<file path="src/rtl/game_pkg.sv">
// Shared game constants: FSM state encoding and default game parameters,
// used by score_keeper and target_gen.
package game_pkg;

  localparam logic [1:0] IDLE      = 2'd0;
  localparam logic [1:0] PLAYING   = 2'd1;
  localparam logic [1:0] GAME_OVER = 2'd2;

  localparam int SHOTS_PER_GAME_D  = 8;
  localparam int SCORE_W_D         = 5;
  localparam int STREAK_BONUS_AT_D = 3;

  // Streak counter is 3 bits and sticks at 7 instead of wrapping.
  function automatic logic [2:0] streak_inc(input logic [2:0] s);
    return (s == 3'd7) ? 3'd7 : s + 3'd1;
  endfunction

endpackage

</file>
<file path="src/rtl/rise_detect.sv">
// Single-flop rising-edge detector: pulse is high for the one cycle where d
// is high and was low on the previous clock.
module rise_detect (
  input  logic clk,
  input  logic reset,
  input  logic d,
  output logic pulse
);

  logic d_q;

  always_ff @(posedge clk or posedge reset) begin
    if (reset) d_q <= 1'b0;
    else       d_q <= d;
  end

  assign pulse = d & ~d_q;

endmodule

</file>
<file path="src/rtl/score_keeper.sv">
// Game round controller: counts shots from trajectory_calc, scores hits with
// a streak bonus, tracks the session high score and flags game over.
//
// Handshake: result_valid and start_new_game are level signals; only their
// rising edges act, a held level counts once, and hit is sampled on the same
// clock as the result_valid rising edge. There is no back-pressure.
module score_keeper
  import game_pkg::*;
#(
  parameter int SHOTS_PER_GAME  = SHOTS_PER_GAME_D,
  parameter int SCORE_W         = SCORE_W_D,
  parameter int STREAK_BONUS_AT = STREAK_BONUS_AT_D
) (
  input  logic               clk,
  input  logic               reset,
  input  logic               ena,
  input  logic               start_new_game,
  input  logic               result_valid,
  input  logic               hit,
  output logic [SCORE_W-1:0] score,
  output logic [SCORE_W-1:0] high_score,
  output logic [3:0]         shots_left,
  output logic [2:0]         streak,
  output logic               in_play,
  output logic               game_over,
  output logic               score_event,
  output logic [1:0]         state_dbg
);

  localparam logic [3:0] SHOTS_INIT = 4'(SHOTS_PER_GAME);

  logic start_e, res_e;

  // Detector flops run regardless of ena so enabling never creates an edge.
  rise_detect u_start_rise (
    .clk   (clk),
    .reset (reset),
    .d     (start_new_game),
    .pulse (start_e)
  );

  rise_detect u_result_rise (
    .clk   (clk),
    .reset (reset),
    .d     (result_valid),
    .pulse (res_e)
  );

  logic [1:0]         state, state_n;
  logic [SCORE_W-1:0] score_n, high_n, final_score;
  logic [3:0]         shots_n;
  logic [2:0]         streak_n;
  logic               score_event_n;

  // Saturating hit score: +1, or +2 once the new streak reaches the bonus level.
  logic [2:0]         streak_hit;
  logic [1:0]         bonus_inc;
  logic [SCORE_W:0]   inc_ext, score_sum;
  logic [SCORE_W-1:0] score_hit;

  assign streak_hit = streak_inc(streak);
  assign bonus_inc  = (int'(streak_hit) >= STREAK_BONUS_AT) ? 2'd2 : 2'd1;
  assign inc_ext    = {{(SCORE_W-1){1'b0}}, bonus_inc};
  assign score_sum  = {1'b0, score} + inc_ext;
  assign score_hit  = score_sum[SCORE_W] ? {SCORE_W{1'b1}} : score_sum[SCORE_W-1:0];

  always_comb begin
    state_n       = state;
    score_n       = score;
    high_n        = high_score;
    shots_n       = shots_left;
    streak_n      = streak;
    score_event_n = 1'b0;
    final_score   = score;
    if (ena) begin
      if (start_e) begin
        // A start edge always wins, including over a coincident result edge.
        state_n  = PLAYING;
        score_n  = '0;
        streak_n = 3'd0;
        shots_n  = SHOTS_INIT;
      end else if (res_e && state == PLAYING && shots_left != 4'd0) begin
        shots_n = shots_left - 4'd1;
        if (hit) begin
          streak_n      = streak_hit;
          score_n       = score_hit;
          final_score   = score_hit;
          score_event_n = 1'b1;
        end else begin
          streak_n = 3'd0;
        end
        if (shots_left == 4'd1) begin
          state_n = GAME_OVER;
          if (final_score > high_score) high_n = final_score;
        end
      end
    end
  end

  always_ff @(posedge clk or posedge reset) begin
    if (reset) begin
      state       <= IDLE;
      score       <= '0;
      high_score  <= '0;
      shots_left  <= SHOTS_INIT;
      streak      <= 3'd0;
      in_play     <= 1'b0;
      game_over   <= 1'b0;
      score_event <= 1'b0;
    end else begin
      state       <= state_n;
      score       <= score_n;
      high_score  <= high_n;
      shots_left  <= shots_n;
      streak      <= streak_n;
      in_play     <= (state_n == PLAYING);
      game_over   <= (state_n == GAME_OVER);
      score_event <= score_event_n;
    end
  end

  assign state_dbg = state;

endmodule

</file>
<file path="config.mk">
export PLATFORM = sky130hd
export DESIGN_NAME = score_keeper
export DESIGN_NICKNAME = d
export VERILOG_FILES = /design/src/rtl/game_pkg.sv /design/src/rtl/rise_detect.sv /design/src/rtl/score_keeper.sv
export SDC_FILE = /design/constraint.sdc
export NUM_CORES = 1
export LEC_CHECK = 0
export ABC_AREA = 1
export CAP_MARGIN = 20
export CELL_PAD_IN_SITES_DETAIL_PLACEMENT = 1
export CELL_PAD_IN_SITES_GLOBAL_PLACEMENT = 1
export CORE_ASPECT_RATIO = 0.7
export CORE_MARGIN = 2
export CORE_UTILIZATION = 48
export CTS_CLUSTER_SIZE = 10
export DETAILED_ROUTE_END_ITERATION = 10
export DONT_BUFFER_PORTS = 1
export PLACE_DENSITY_LB_ADDON = 0.15
export RECOVER_POWER = 25
export SLEW_MARGIN = 25
export SYNTH_ARGS = -nofsm -noshare
export SYNTH_HDL_FRONTEND = slang
export SYNTH_SLANG_ARGS = --single-unit
export TNS_END_PERCENT = 30
</file>
<file path="constraint.sdc">
create_clock -name clk -period 4.8 [get_ports clk]
set_input_delay 0.48 -clock clk [delete_from_list [all_inputs] [get_ports clk]]
set_output_delay 0.48 -clock clk [all_outputs]
set_load 0.005 [all_outputs]
</file>
==> flow_metrics.py, run 1 <==
metrics = {
    "run_status": {
        "status": "completed",
    },
    "global_routing": {
        "global_route.usage.met3_pct": 5.32,
        "grt_most_used_layer": "met2",
        "grt.met2_usage_pct": 42.3,
        "grt.total_usage_pct": 23.8,
        "grt_first_pass_wirelength_mm": 6.40,
        "grt_start_max_net_pins": 25,
        "grt_antenna_before_repair": 0,
        "grt_overflow_total": 0,
        "met1_usage_pct": 30.0,
        "via_count_of_the_first_global_routing_pass": 1324,
    },
    "logic_synthesis": {
        "post-synth-top-count-cell": "sky130_fd_sc_hd__nand2_1",
        "synth-seq-cells": 24,
        "synthFlopType": "sky130_fd_sc_hd__dfrtp_1",
        "number_of_flops_mapped_to_enable_cells_by_yosys": 0,
        "yosys_warnings": 0,
        "post-synth-top-area-cell": "sky130_fd_sc_hd__dfrtp_1",
        "synth_top_cells_by_count": "sky130_fd_sc_hd__nand2_1, sky130_fd_sc_hd__inv_1, sky130_fd_sc_hd__dfrtp_1",
        "post_synth_inst_count": 182,
        "syn-num-nets": 200,
        "synth_top_area_share_pct": 40.5,
        "async_set_or_reset_register_ratio_after_synthesis_pct": 100,
        "ys_seq_area_share_pct": 42.3,
        "synth_area_mm2": 0.00142,
        "synth_top_cells_by_area": "sky130_fd_sc_hd__dfrtp_1, sky130_fd_sc_hd__nand2_1, sky130_fd_sc_hd__ha_1",
        "post_synth.cell_area_avg_um2": 7.82,
        "yosys.cell_types.count": 25,
    },
    "timing": {
        "layout_worst_path_cycle_share_pct": 73.4,
        "finalClockSkew_ns": 0.00397,
        "fin_setup_tns_ns": 0,
        "timing.max_slew.rel_slack_pct": 37.0,
        "unrepaired_setup_endpoints_after_global_routing": "no",
        "final_max_slew_viol_count": 0,
        "measured_slew_at_the_worst_slew_check_pin_ns": 0.944,
        "fin_worst_hold_slack_ns": 0.226,
        "setup_slack_ns": 1.28,
        "final_period_minus_worst_setup_slack_ns": 3.52,
        "finalHoldViolCount": 0,
        "maxClockFrequency_ghz": 0.284,
        "timing.final.setup_violations": 0,
    },
    "cells_and_area": {
        "drive_gt1_share_pct": 11.4,
        "finalNonFillerCells": 221,
        "layout.nets": 204,
        "finish.utilization_pct": 54.1,
        "antenna-diode-count": 0,
        "final_design_area_no_fill_mm2": 0.00152,
        "fillCellCount": 354,
        "syn2layout_area_growth_pct": 6.51,
    },
    "worst_hold_path": {
        "hold_path_depth": 0,
        "timing.hold.worst_endpoint": "u_start_rise.d_q",
        "hold_path_startpoint": "start_new_game",
        "worst_hold_path_type": "input port to flop",
    },
    "detailed_routing": {
        "detailroute.via_count": 1209,
        "drt_drc_violations_left": 0,
        "drt.antenna.violating_nets": 0,
        "wl_mm": 3.70,
        "route.detailed.vias_per_inst": 5.47,
        "first_iter_violations": 55,
        "routed_wire_length_per_instance_um": 16.7,
        "number_of_iterations_in_the_first_detailed_routing_pass": 4,
    },
    "place": {
        "postPlaceCellArea_mm2": 0.00146,
        "buffer_ports.inserted": 0,
        "gp_congestion": 0.849,
        "place_inst": 217,
        "dp_worst_setup_slack_ns": 1.27,
        "place_hpwl_mm": 2.79,
    },
    "cts": {
        "cts_num_sinks": 24,
        "cts_hold_buf": 0,
        "cts-htree-levels": 1,
        "tritoncts": "built",
        "clkSlewWorstSetupHoldPaths_ns": 0.09,
        "cts_root_buffer": "sky130_fd_sc_hd__clkbuf_8",
        "clockBufferDepth": 2,
        "cts_made_buffers": 3,
        "post_cts.repair.setup_buffers": 0,
        "worst_skew_pair_later_pin_latency_ns": 0.27,
        "cts.repair.resized": 0,
    },
    "critical_path": {
        "start_kind": "flop",
        "regToRegEndpoint": "high_score[4]",
        "data_arrival_time_at_the_worst_slack_endpoint_ns": 3.73,
        "worst_path_dominant_cell_family": "adder cells",
        "critical-path-top-cell-by-count": "sky130_fd_sc_hd__nand2_1",
        "required_ns": 5.01,
        "worst_r2r_path_depth": 19,
        "slowest_delay_ns": 0.44,
        "reg2reg_from": "streak[0]",
        "setup.worst_path.end_class": "flop",
        "rrSetupSlack_ns": 1.28,
        "crit_path_category": "flop to flop",
        "critical_path.cell_chain": "ha_1, o21bai_1, a21oi_1, ha_1, inv_1, fa_1, nor2_2, inv_1, o21ai_2, nand3_2, ha_1, nand2_1, nor2_1, nand2_1, nand3_1, inv_1, nor2_2, nand2_1, nand2_1",
        "critPathMaxFanout": 5,
        "combined_buffer_and_inverter_count_along_the_critical_path": 3,
        "cp_slowest_cell": "sky130_fd_sc_hd__dfrtp_1",
    },
    "floorplanning": {
        "die_h_um": 49.6,
        "rows": 16,
        "design.die.area_mm2": 0.00342,
        "top_level_ports": 28,
        "start_util_pct": 50.8,
        "core_region_area_mm2": 0.00280,
        "x_dimension_of_the_die_um": 69.1,
    },
    "power_and_ir_drop": {
        "total_leakage_power_nw": 0.788,
        "report.power.total_mw": 0.719,
        "powerDensity_mw_per_mm2": 475,
        "worst_ir_drop_vdd_mv": 0.249,
    },
    "run": {
        "max_cap_violation_count": 0,
    },
}
worst register-to-register path: stages (launching register included):
cell                       delay [ns]
sky130_fd_sc_hd__dfrtp_1         0.44
sky130_fd_sc_hd__ha_1            0.30
sky130_fd_sc_hd__o21bai_1        0.17
sky130_fd_sc_hd__a21oi_1         0.28
sky130_fd_sc_hd__ha_1            0.23
sky130_fd_sc_hd__inv_1           0.05
sky130_fd_sc_hd__fa_1            0.37
sky130_fd_sc_hd__nor2_2          0.17
sky130_fd_sc_hd__inv_1           0.09
sky130_fd_sc_hd__o21ai_2         0.12
sky130_fd_sc_hd__nand3_2         0.10
sky130_fd_sc_hd__ha_1            0.31
sky130_fd_sc_hd__nand2_1         0.07
sky130_fd_sc_hd__nor2_1          0.15
sky130_fd_sc_hd__nand2_1         0.08
sky130_fd_sc_hd__nand3_1         0.10
sky130_fd_sc_hd__inv_1           0.06
sky130_fd_sc_hd__nor2_2          0.21
sky130_fd_sc_hd__nand2_1         0.08
sky130_fd_sc_hd__nand2_1         0.08
report_power, final:
group	internal [mW]	switching [mW]
sequential	0.244	0.0470
clock	0.0734	0.0687
combinational	0.0999	0.186
total	0.417	0.302
routing by layer:
layer | part of all wire (%) | vias up
li1 | - | 574
met1 | 44 | 596
met2 | 51 | 33
met3 | 4.2 | 6
met4 | 0.97 | 0
met5 | 0 | -
final cells by class:
cell class | count | area [µm²] | share of cell area, %
inverter | 37 | 139 | 9.17
tap | 36 | 45.0 | 2.97
sequential | 24 | 602 | 39.7
clock buffer | 4 | 55.1 | 3.63
multi-input combinational | 120 | 674 | 44.5
placed cells by master, fill, tap and decap left out, drive strengths merged:
cell type and count:
a21o 1, a21oi 3, clkbuf 4, dfrtp 23, dfstp 1, fa 1
ha 11, inv 37, nand2 53, nand3 13, nand4 2, nor2 14
nor3 2, o21ai 16, o21bai 1, o22ai 2, xor2 1
registers in the layout (all words and copies together), names as in the netlist:
name,count
state_dbg,2
u_start_rise.d_q,1
high_score,5
shots_left,4
streak,3
score,5
in_play,1
score_event,1
game_over,1
u_result_rise.d_q,1
cell families after synthesis:
family,Yosys count,synth area share (%)
compound gates,23,9.59
fa+ha+maj,12,11.1
xor+xnor,1,0.616
flops,24,42.3
simple gates,84,26.1
buf+inv,38,10.3
worst max path at each step:
stage,startpoint,to,slack (ns),depth (start not counted)
after floorplan,streak[0],high_score[0],1.71,19
after global placement,streak[0],high_score[3],1.50,18
after detailed placement,streak[0],high_score[3],1.27,18
after CTS,streak[0],high_score[3],1.24,19
after global routing,streak[0],high_score[4],0.90,19
final,streak[0],high_score[4],1.28,19
(Power assumes the default switching activity.)
==> inputs of run 2 (changes only) <==
--- a/config.mk
+++ b/config.mk
@@ -11,7 +11,7 @@
 export CELL_PAD_IN_SITES_GLOBAL_PLACEMENT = 1
 export CORE_ASPECT_RATIO = 0.7
 export CORE_MARGIN = 2
-export CORE_UTILIZATION = 48
+export CORE_UTILIZATION = 41
 export CTS_CLUSTER_SIZE = 10
 export DETAILED_ROUTE_END_ITERATION = 10
 export DONT_BUFFER_PORTS = 1
==> constraint.sdc (replaced) <==
create_clock -name clk -period 3 [get_ports clk]
set_input_delay 0.3 -clock clk [delete_from_list [all_inputs] [get_ports clk]]
set_output_delay 0.3 -clock clk [all_outputs]
set_load 0.005 [all_outputs]
==> run 2 against run 1 <==
The flow now finishes with violations (negative hold slack, negative setup slack); sequential power is 59% higher; first-iteration DRC count is 27% higher; wire length is 7.0% higher; maximum frequency is 16% higher; core utilization is 1.1 points higher; count of clock-buffer cells in the layout is 1 lower; clock power is 100% higher; register-to-register slack worse by 1.3 ns; critical endpoint is now high_score[3].
==> flow_metrics.py, run 2 (same netlist as run 1, synthesis figures left out) <==
metrics = {
    "timing": {
        "final_period_minus_worst_setup_slack_ns": 3.05,
        "unrepaired_setup_endpoints_after_global_routing": "yes",
        "layout_worst_path_cycle_share_pct": 102,
        "measured_slew_at_the_worst_slew_check_pin_ns": 0.898,
        "maxClockFrequency_ghz": 0.328,
        "timing.final.setup_violations": 5,
        "finalHoldViolCount": 19,
        "setup_slack_ns": -0.0463,
        "finalClockSkew_ns": 0.0134,
        "timing.max_slew.rel_slack_pct": 39.8,
        "fin_setup_tns_ns": -0.207,
        "fin_worst_hold_slack_ns": -0.0175,
        "final_max_slew_viol_count": 0,
    },
    "detailed_routing": {
        "drt_drc_violations_left": 0,
        "wl_mm": 3.96,
        "number_of_iterations_in_the_first_detailed_routing_pass": 4,
        "first_iter_violations": 70,
        "route.detailed.vias_per_inst": 5.01,
        "detailroute.via_count": 1222,
        "routed_wire_length_per_instance_um": 16.2,
        "drt.antenna.violating_nets": 0,
    },
    "run_status": {
        "failed_checks": "negative hold slack, negative setup slack",
        "status": "finished, violations left",
    },
    "cts": {
        "cts-htree-levels": 1,
        "cts_made_buffers": 3,
        "cts_hold_buf": 0,
        "worst_skew_pair_later_pin_latency_ns": 0.28,
        "clockBufferDepth": 2,
        "clkSlewWorstSetupHoldPaths_ns": 0.10,
        "cts_num_sinks": 24,
        "tritoncts": "built",
        "cts_root_buffer": "sky130_fd_sc_hd__clkbuf_8",
    },
    "cells_and_area": {
        "syn2layout_area_growth_pct": 25.3,
        "fillCellCount": 393,
        "antenna-diode-count": 0,
        "layout.cells.most_common": "sky130_fd_sc_hd__nand2_1",
        "layout.nets": 216,
        "top_regs": "high_score: 5 flops, score: 5 flops, shots_left: 4 flops",
        "drive_gt1_share_pct": 28.9,
        "mostFrequentLayoutCells": "sky130_fd_sc_hd__nand2_1, sky130_fd_sc_hd__inv_1, sky130_fd_sc_hd__dfrtp_1",
    },
    "power_and_ir_drop": {
        "worst_ir_drop_vdd_mv": 0.427,
        "powerDensity_mw_per_mm2": 817,
        "total_leakage_power_nw": 0.866,
    },
    "worst_hold_path": {
        "worst_hold_path_type": "input port to async pin",
    },
    "place": {
        "dp_worst_setup_slack_ns": -0.166,
        "gp_congestion": 0.869,
        "buffer_ports.inserted": 0,
        "place_hpwl_mm": 2.99,
    },
    "critical_path": {
        "data_arrival_time_at_the_worst_slack_endpoint_ns": 3.26,
        "setup.worst_path.end_class": "flop",
        "crit_path_category": "flop to flop",
        "critPathMaxFanout": 5,
        "required_ns": 3.21,
        "start_kind": "flop",
    },
    "global_routing": {
        "grt.total_usage_pct": 21.3,
        "grt_start_max_net_pins": 25,
        "grt_antenna_before_repair": 0,
        "via_count_of_the_first_global_routing_pass": 1276,
        "grt_overflow_total": 0,
        "grt_first_pass_wirelength_mm": 6.13,
    },
    "floorplanning": {
        "x_dimension_of_the_die_um": 74.4,
        "start_util_pct": 44.0,
        "core_region_area_mm2": 0.00323,
        "die_h_um": 53.3,
        "rows": 17,
        "design.die.area_mm2": 0.00396,
        "top_level_ports": 28,
    },
    "run": {
        "max_cap_violation_count": 0,
    },
}
## run 2: changes by cell type in the layout (fill, tap and decap cells not counted), sizes merged
cell,delta
buf,+12
bufinv,+1
clkbuf,-1
clkinv,+1
inv,-1
## run 2: layout make-up
class / count / area (µm²) / area share [%]
clock inverters: 1 / 30.0 / 1.68
flip-flops and latches: 24 / 602 / 33.8
inverters: 37 / 141 / 7.93
repair buffers: 12 / 90.1 / 5.05
multi-input cells: 120 / 820 / 46.0
well taps: 47 / 58.8 / 3.30
clock buffers: 3 / 41.3 / 2.32
## run 2: worst paths after layout
kind	startpoint	endpoint	slack (ns)	depth (start not counted)
setup / recovery	streak[0]	high_score[3]	-0.05	18
hold / removal	reset	score_event	-0.02	1
setup reg to reg	streak[0]	high_score[3]	-0.05	18
hold reg to reg	shots_left[3]	shots_left[3]	0.51	2
max in group asynchronous	reset	high_score[3]	2.59	1
min in group clk	start_new_game	u_start_rise.d_q	0.04	0
## run 2: timing repair
action,4_1_cts,5_1_grt
pin swaps,11,17
cloned,0,0
setup buffers,3,1
resized for setup,13,16
endpoints found under the setup margin,5,5
## run 2: power breakdown
group / switching (mW) / internal, mW / leakage [nW]
sequential: 0.0729 / 0.390 / 0.311
combinational: 0.407 / 0.298 / 0.519
clock: 0.110 / 0.179 / 0.0357
total: 0.590 / 0.866 / 0.866
## run 2: through the flow
stage | util (%) | power, mW | cell area, µm² | instances
after floorplan | - | 0.814 | 1450 | 182
after global placement | 48.3 | 0.946 | 1560 | 236
after detailed placement | 48.3 | 0.999 | 1560 | 236
after CTS | 52.4 | 1.37 | 1690 | 243
after global routing | 55.1 | 1.58 | 1780 | 244
final | 55.1 | 1.46 | 1780 | 244
## run 2: worst max-delay path: stages, from the launching register on
cell	delay, ns
sky130_fd_sc_hd__dfrtp_1	0.39
sky130_fd_sc_hd__ha_1	0.31
sky130_fd_sc_hd__o21bai_4	0.19
sky130_fd_sc_hd__a21oi_2	0.18
sky130_fd_sc_hd__ha_2	0.21
sky130_fd_sc_hd__inv_2	0.04
sky130_fd_sc_hd__fa_2	0.51
sky130_fd_sc_hd__nand2_1	0.06
sky130_fd_sc_hd__o21ai_2	0.07
sky130_fd_sc_hd__nand2_2	0.10
sky130_fd_sc_hd__ha_4	0.28
sky130_fd_sc_hd__nand2_2	0.07
sky130_fd_sc_hd__nor2_4	0.12
sky130_fd_sc_hd__nand2_2	0.07
sky130_fd_sc_hd__nand3_4	0.11
sky130_fd_sc_hd__inv_4	0.04
sky130_fd_sc_hd__nor2_4	0.11
sky130_fd_sc_hd__nand2_1	0.07
sky130_fd_sc_hd__nand2_1	0.06
## run 2: metal layers
metal,vias up,routed length [µm],global-route usage (%)
met5,-,0,0
met4,0,7,2.08
met3,2,174,5.52
met2,20,1900,36.3
met1,602,1870,28.1
li1,598,-,-
==> inputs of run 3 (changes only) <==
--- a/config.mk
+++ b/config.mk
@@ -15,7 +15,7 @@
 export CTS_CLUSTER_SIZE = 10
 export DETAILED_ROUTE_END_ITERATION = 10
 export DONT_BUFFER_PORTS = 1
-export PLACE_DENSITY_LB_ADDON = 0.15
+export PLACE_DENSITY_LB_ADDON = 0.1
 export RECOVER_POWER = 25
 export SLEW_MARGIN = 25
 export SYNTH_ARGS = -nofsm -noshare
==> run 3 against run 2 <==
The flow still finishes with violations (negative hold slack, negative setup slack); first-iteration DRC count decreased by 1.4%; non-clock buffer count rose by 2; clock skew down 0.0076 ns; design area up 2.0%; global-route usage up 1.0 points; largest cell class unchanged.
==> flow_metrics.py, run 3 (same netlist as run 1, synthesis figures left out) <==
metrics = {
    "run_status": {
        "status": "finished, violations left",
        "failed_checks": "negative hold slack, negative setup slack",
    },
    "power_and_ir_drop": {
        "worst_ir_drop_vdd_mv": 0.393,
        "report.power.total_mw": 1.41,
        "total_leakage_power_nw": 0.888,
        "powerDensity_mw_per_mm2": 774,
    },
    "cts": {
        "cts_num_sinks": 24,
        "cts_root_buffer": "sky130_fd_sc_hd__clkbuf_8",
        "cts-htree-levels": 1,
        "tritoncts": "built",
        "clkSlewWorstSetupHoldPaths_ns": 0.09,
        "cts_hold_buf": 0,
        "clockBufferDepth": 2,
        "cts_made_buffers": 3,
        "worst_skew_pair_later_pin_latency_ns": 0.27,
    },
    "cells_and_area": {
        "finish.utilization_pct": 56.3,
        "fillCellCount": 398,
        "drive_gt1_share_pct": 30.7,
        "multi_input_area_um2": 860,
        "antenna-diode-count": 0,
        "syn2layout_area_growth_pct": 27.9,
        "layout.cells.most_common": "sky130_fd_sc_hd__nand2_1",
        "mostFrequentLayoutCells": "sky130_fd_sc_hd__nand2_1, sky130_fd_sc_hd__inv_1, sky130_fd_sc_hd__dfrtp_1",
        "final-seq-area_um2": 602,
        "top_regs": "high_score: 5 flops, score: 5 flops, shots_left: 4 flops",
        "layout.nets": 218,
    },
    "run": {
        "max_cap_violation_count": 0,
    },
    "global_routing": {
        "grt_start_max_net_pins": 25,
        "grt_overflow_total": 0,
        "grt_most_used_layer": "met2",
        "global_route.usage.met3_pct": 5.33,
        "met1_usage_pct": 27.8,
        "grt.total_usage_pct": 22.3,
        "via_count_of_the_first_global_routing_pass": 1298,
        "grt_antenna_before_repair": 0,
        "grt_first_pass_wirelength_mm": 6.40,
        "grt.met2_usage_pct": 38.8,
    },
    "floorplanning": {
        "top_level_ports": 28,
        "x_dimension_of_the_die_um": 74.4,
        "design.die.area_mm2": 0.00396,
        "core_region_area_mm2": 0.00323,
        "start_util_pct": 44.0,
        "die_h_um": 53.3,
        "rows": 17,
    },
    "timing": {
        "fin_worst_hold_slack_ns": -0.0211,
        "final_period_minus_worst_setup_slack_ns": 3.03,
        "layout_worst_path_cycle_share_pct": 101,
        "maxClockFrequency_ghz": 0.330,
        "finalClockSkew_ns": 0.00589,
        "timing.max_slew.rel_slack_pct": 40.8,
        "timing.final.setup_violations": 5,
        "final_max_slew_viol_count": 0,
        "unrepaired_setup_endpoints_after_global_routing": "yes",
        "finalHoldViolCount": 23,
        "measured_slew_at_the_worst_slew_check_pin_ns": 0.882,
        "setup_slack_ns": -0.0258,
    },
    "detailed_routing": {
        "detailroute.via_count": 1221,
        "first_iter_violations": 69,
        "number_of_iterations_in_the_first_detailed_routing_pass": 4,
        "drt.antenna.violating_nets": 0,
        "route.detailed.vias_per_inst": 4.96,
        "wl_mm": 4.02,
        "drt_drc_violations_left": 0,
        "routed_wire_length_per_instance_um": 16.3,
    },
    "critical_path": {
        "setup.worst_path.end_class": "flop",
        "required_ns": 3.22,
        "regToRegEndpoint": "high_score[3]",
        "data_arrival_time_at_the_worst_slack_endpoint_ns": 3.24,
        "rrSetupSlack_ns": -0.03,
        "start_kind": "flop",
        "critPathMaxFanout": 5,
        "crit_path_category": "flop to flop",
        "worst_r2r_path_depth": 19,
        "reg2reg_from": "streak[0]",
    },
    "place": {
        "buffer_ports.inserted": 0,
        "gp_congestion": 0.873,
        "place_hpwl_mm": 3.01,
    },
    "worst_hold_path": {
        "worst_hold_path_type": "input port to async pin",
    },
}
==> run 3: per-stage QoR <==
stage | TNS (ns) | hold WS (ns) | worst slack [ns] | cells | cell area, µm²
2_1_floorplan | 0 | 0.314 | 0.0117 | 182 | 1450
3_3_place_gp | 0 | 0.332 | 0.0215 | 236 | 1560
3_5_place_dp | -0.771 | 0.332 | -0.159 | 236 | 1560
4_1_cts | -0.241 | 0.0388 | -0.0595 | 243 | 1700
5_1_grt | -1.09 | 0.0156 | -0.229 | 246 | 1820
6_report | -0.108 | -0.0211 | -0.0258 | 246 | 1820
==> run 3: area by class of cell <==
class | instances | share of cell area (%)
Timing Repair Buffer | 14 | 5.78
Multi-Input combinational cell | 120 | 47.2
Clock buffer | 4 | 3.03
Inverter | 37 | 7.63
Tap cell | 47 | 3.23
Sequential cell | 24 | 33.1
==> run 3: how the worst max path moves through the flow <==
stage | cells past startpoint | end | from | slack, ns
after CTS | 19 | high_score[3] | streak[1] | -0.06
after detailed placement | 19 | high_score[3] | streak[0] | -0.16
after floorplan | 19 | high_score[0] | streak[0] | 0.01
final | 19 | high_score[3] | streak[0] | -0.03
after global routing | 19 | high_score[3] | streak[0] | -0.23
after global placement | 19 | high_score[3] | streak[0] | 0.02
==> run 3: worst max-delay path, stage by stage, from the launching register on <==
cell and delay (ns):
sky130_fd_sc_hd__dfrtp_1 0.39, sky130_fd_sc_hd__ha_1 0.30, sky130_fd_sc_hd__o21bai_4 0.18, sky130_fd_sc_hd__a21oi_2 0.16
sky130_fd_sc_hd__ha_2 0.21, sky130_fd_sc_hd__inv_2 0.04, sky130_fd_sc_hd__fa_2 0.35, sky130_fd_sc_hd__nor2_4 0.11
sky130_fd_sc_hd__inv_2 0.06, sky130_fd_sc_hd__o21ai_2 0.12, sky130_fd_sc_hd__nand3_2 0.11, sky130_fd_sc_hd__ha_4 0.31
sky130_fd_sc_hd__nand2_4 0.06, sky130_fd_sc_hd__nor2_4 0.10, sky130_fd_sc_hd__nand2_2 0.07, sky130_fd_sc_hd__nand3_4 0.10
sky130_fd_sc_hd__inv_2 0.05, sky130_fd_sc_hd__nor2_4 0.12, sky130_fd_sc_hd__nand2_1 0.07, sky130_fd_sc_hd__nand2_1 0.06
==> run 3: power breakdown <==
group / switching (mW) / internal [mW] / total, mW / leakage, nW
logic: 0.405 / 0.306 / 0.711 / 0.548
registers: 0.0762 / 0.390 / 0.466 / 0.311
clock network: 0.114 / 0.118 / 0.232 / 0.0288
==> run 3: timing repair <==
item                       4_1_cts  5_1_grt
resized for setup               18       16
pin swaps                       13       19
buffers inserted                 3        3
setup endpoints to repair        5        5
==> run 3: metal layers <==
layer,share of wire (%),up-vias
met3,3.8,2
met2,50,19
met5,0,-
li1,-,606
met4,0.17,0
met1,46,594
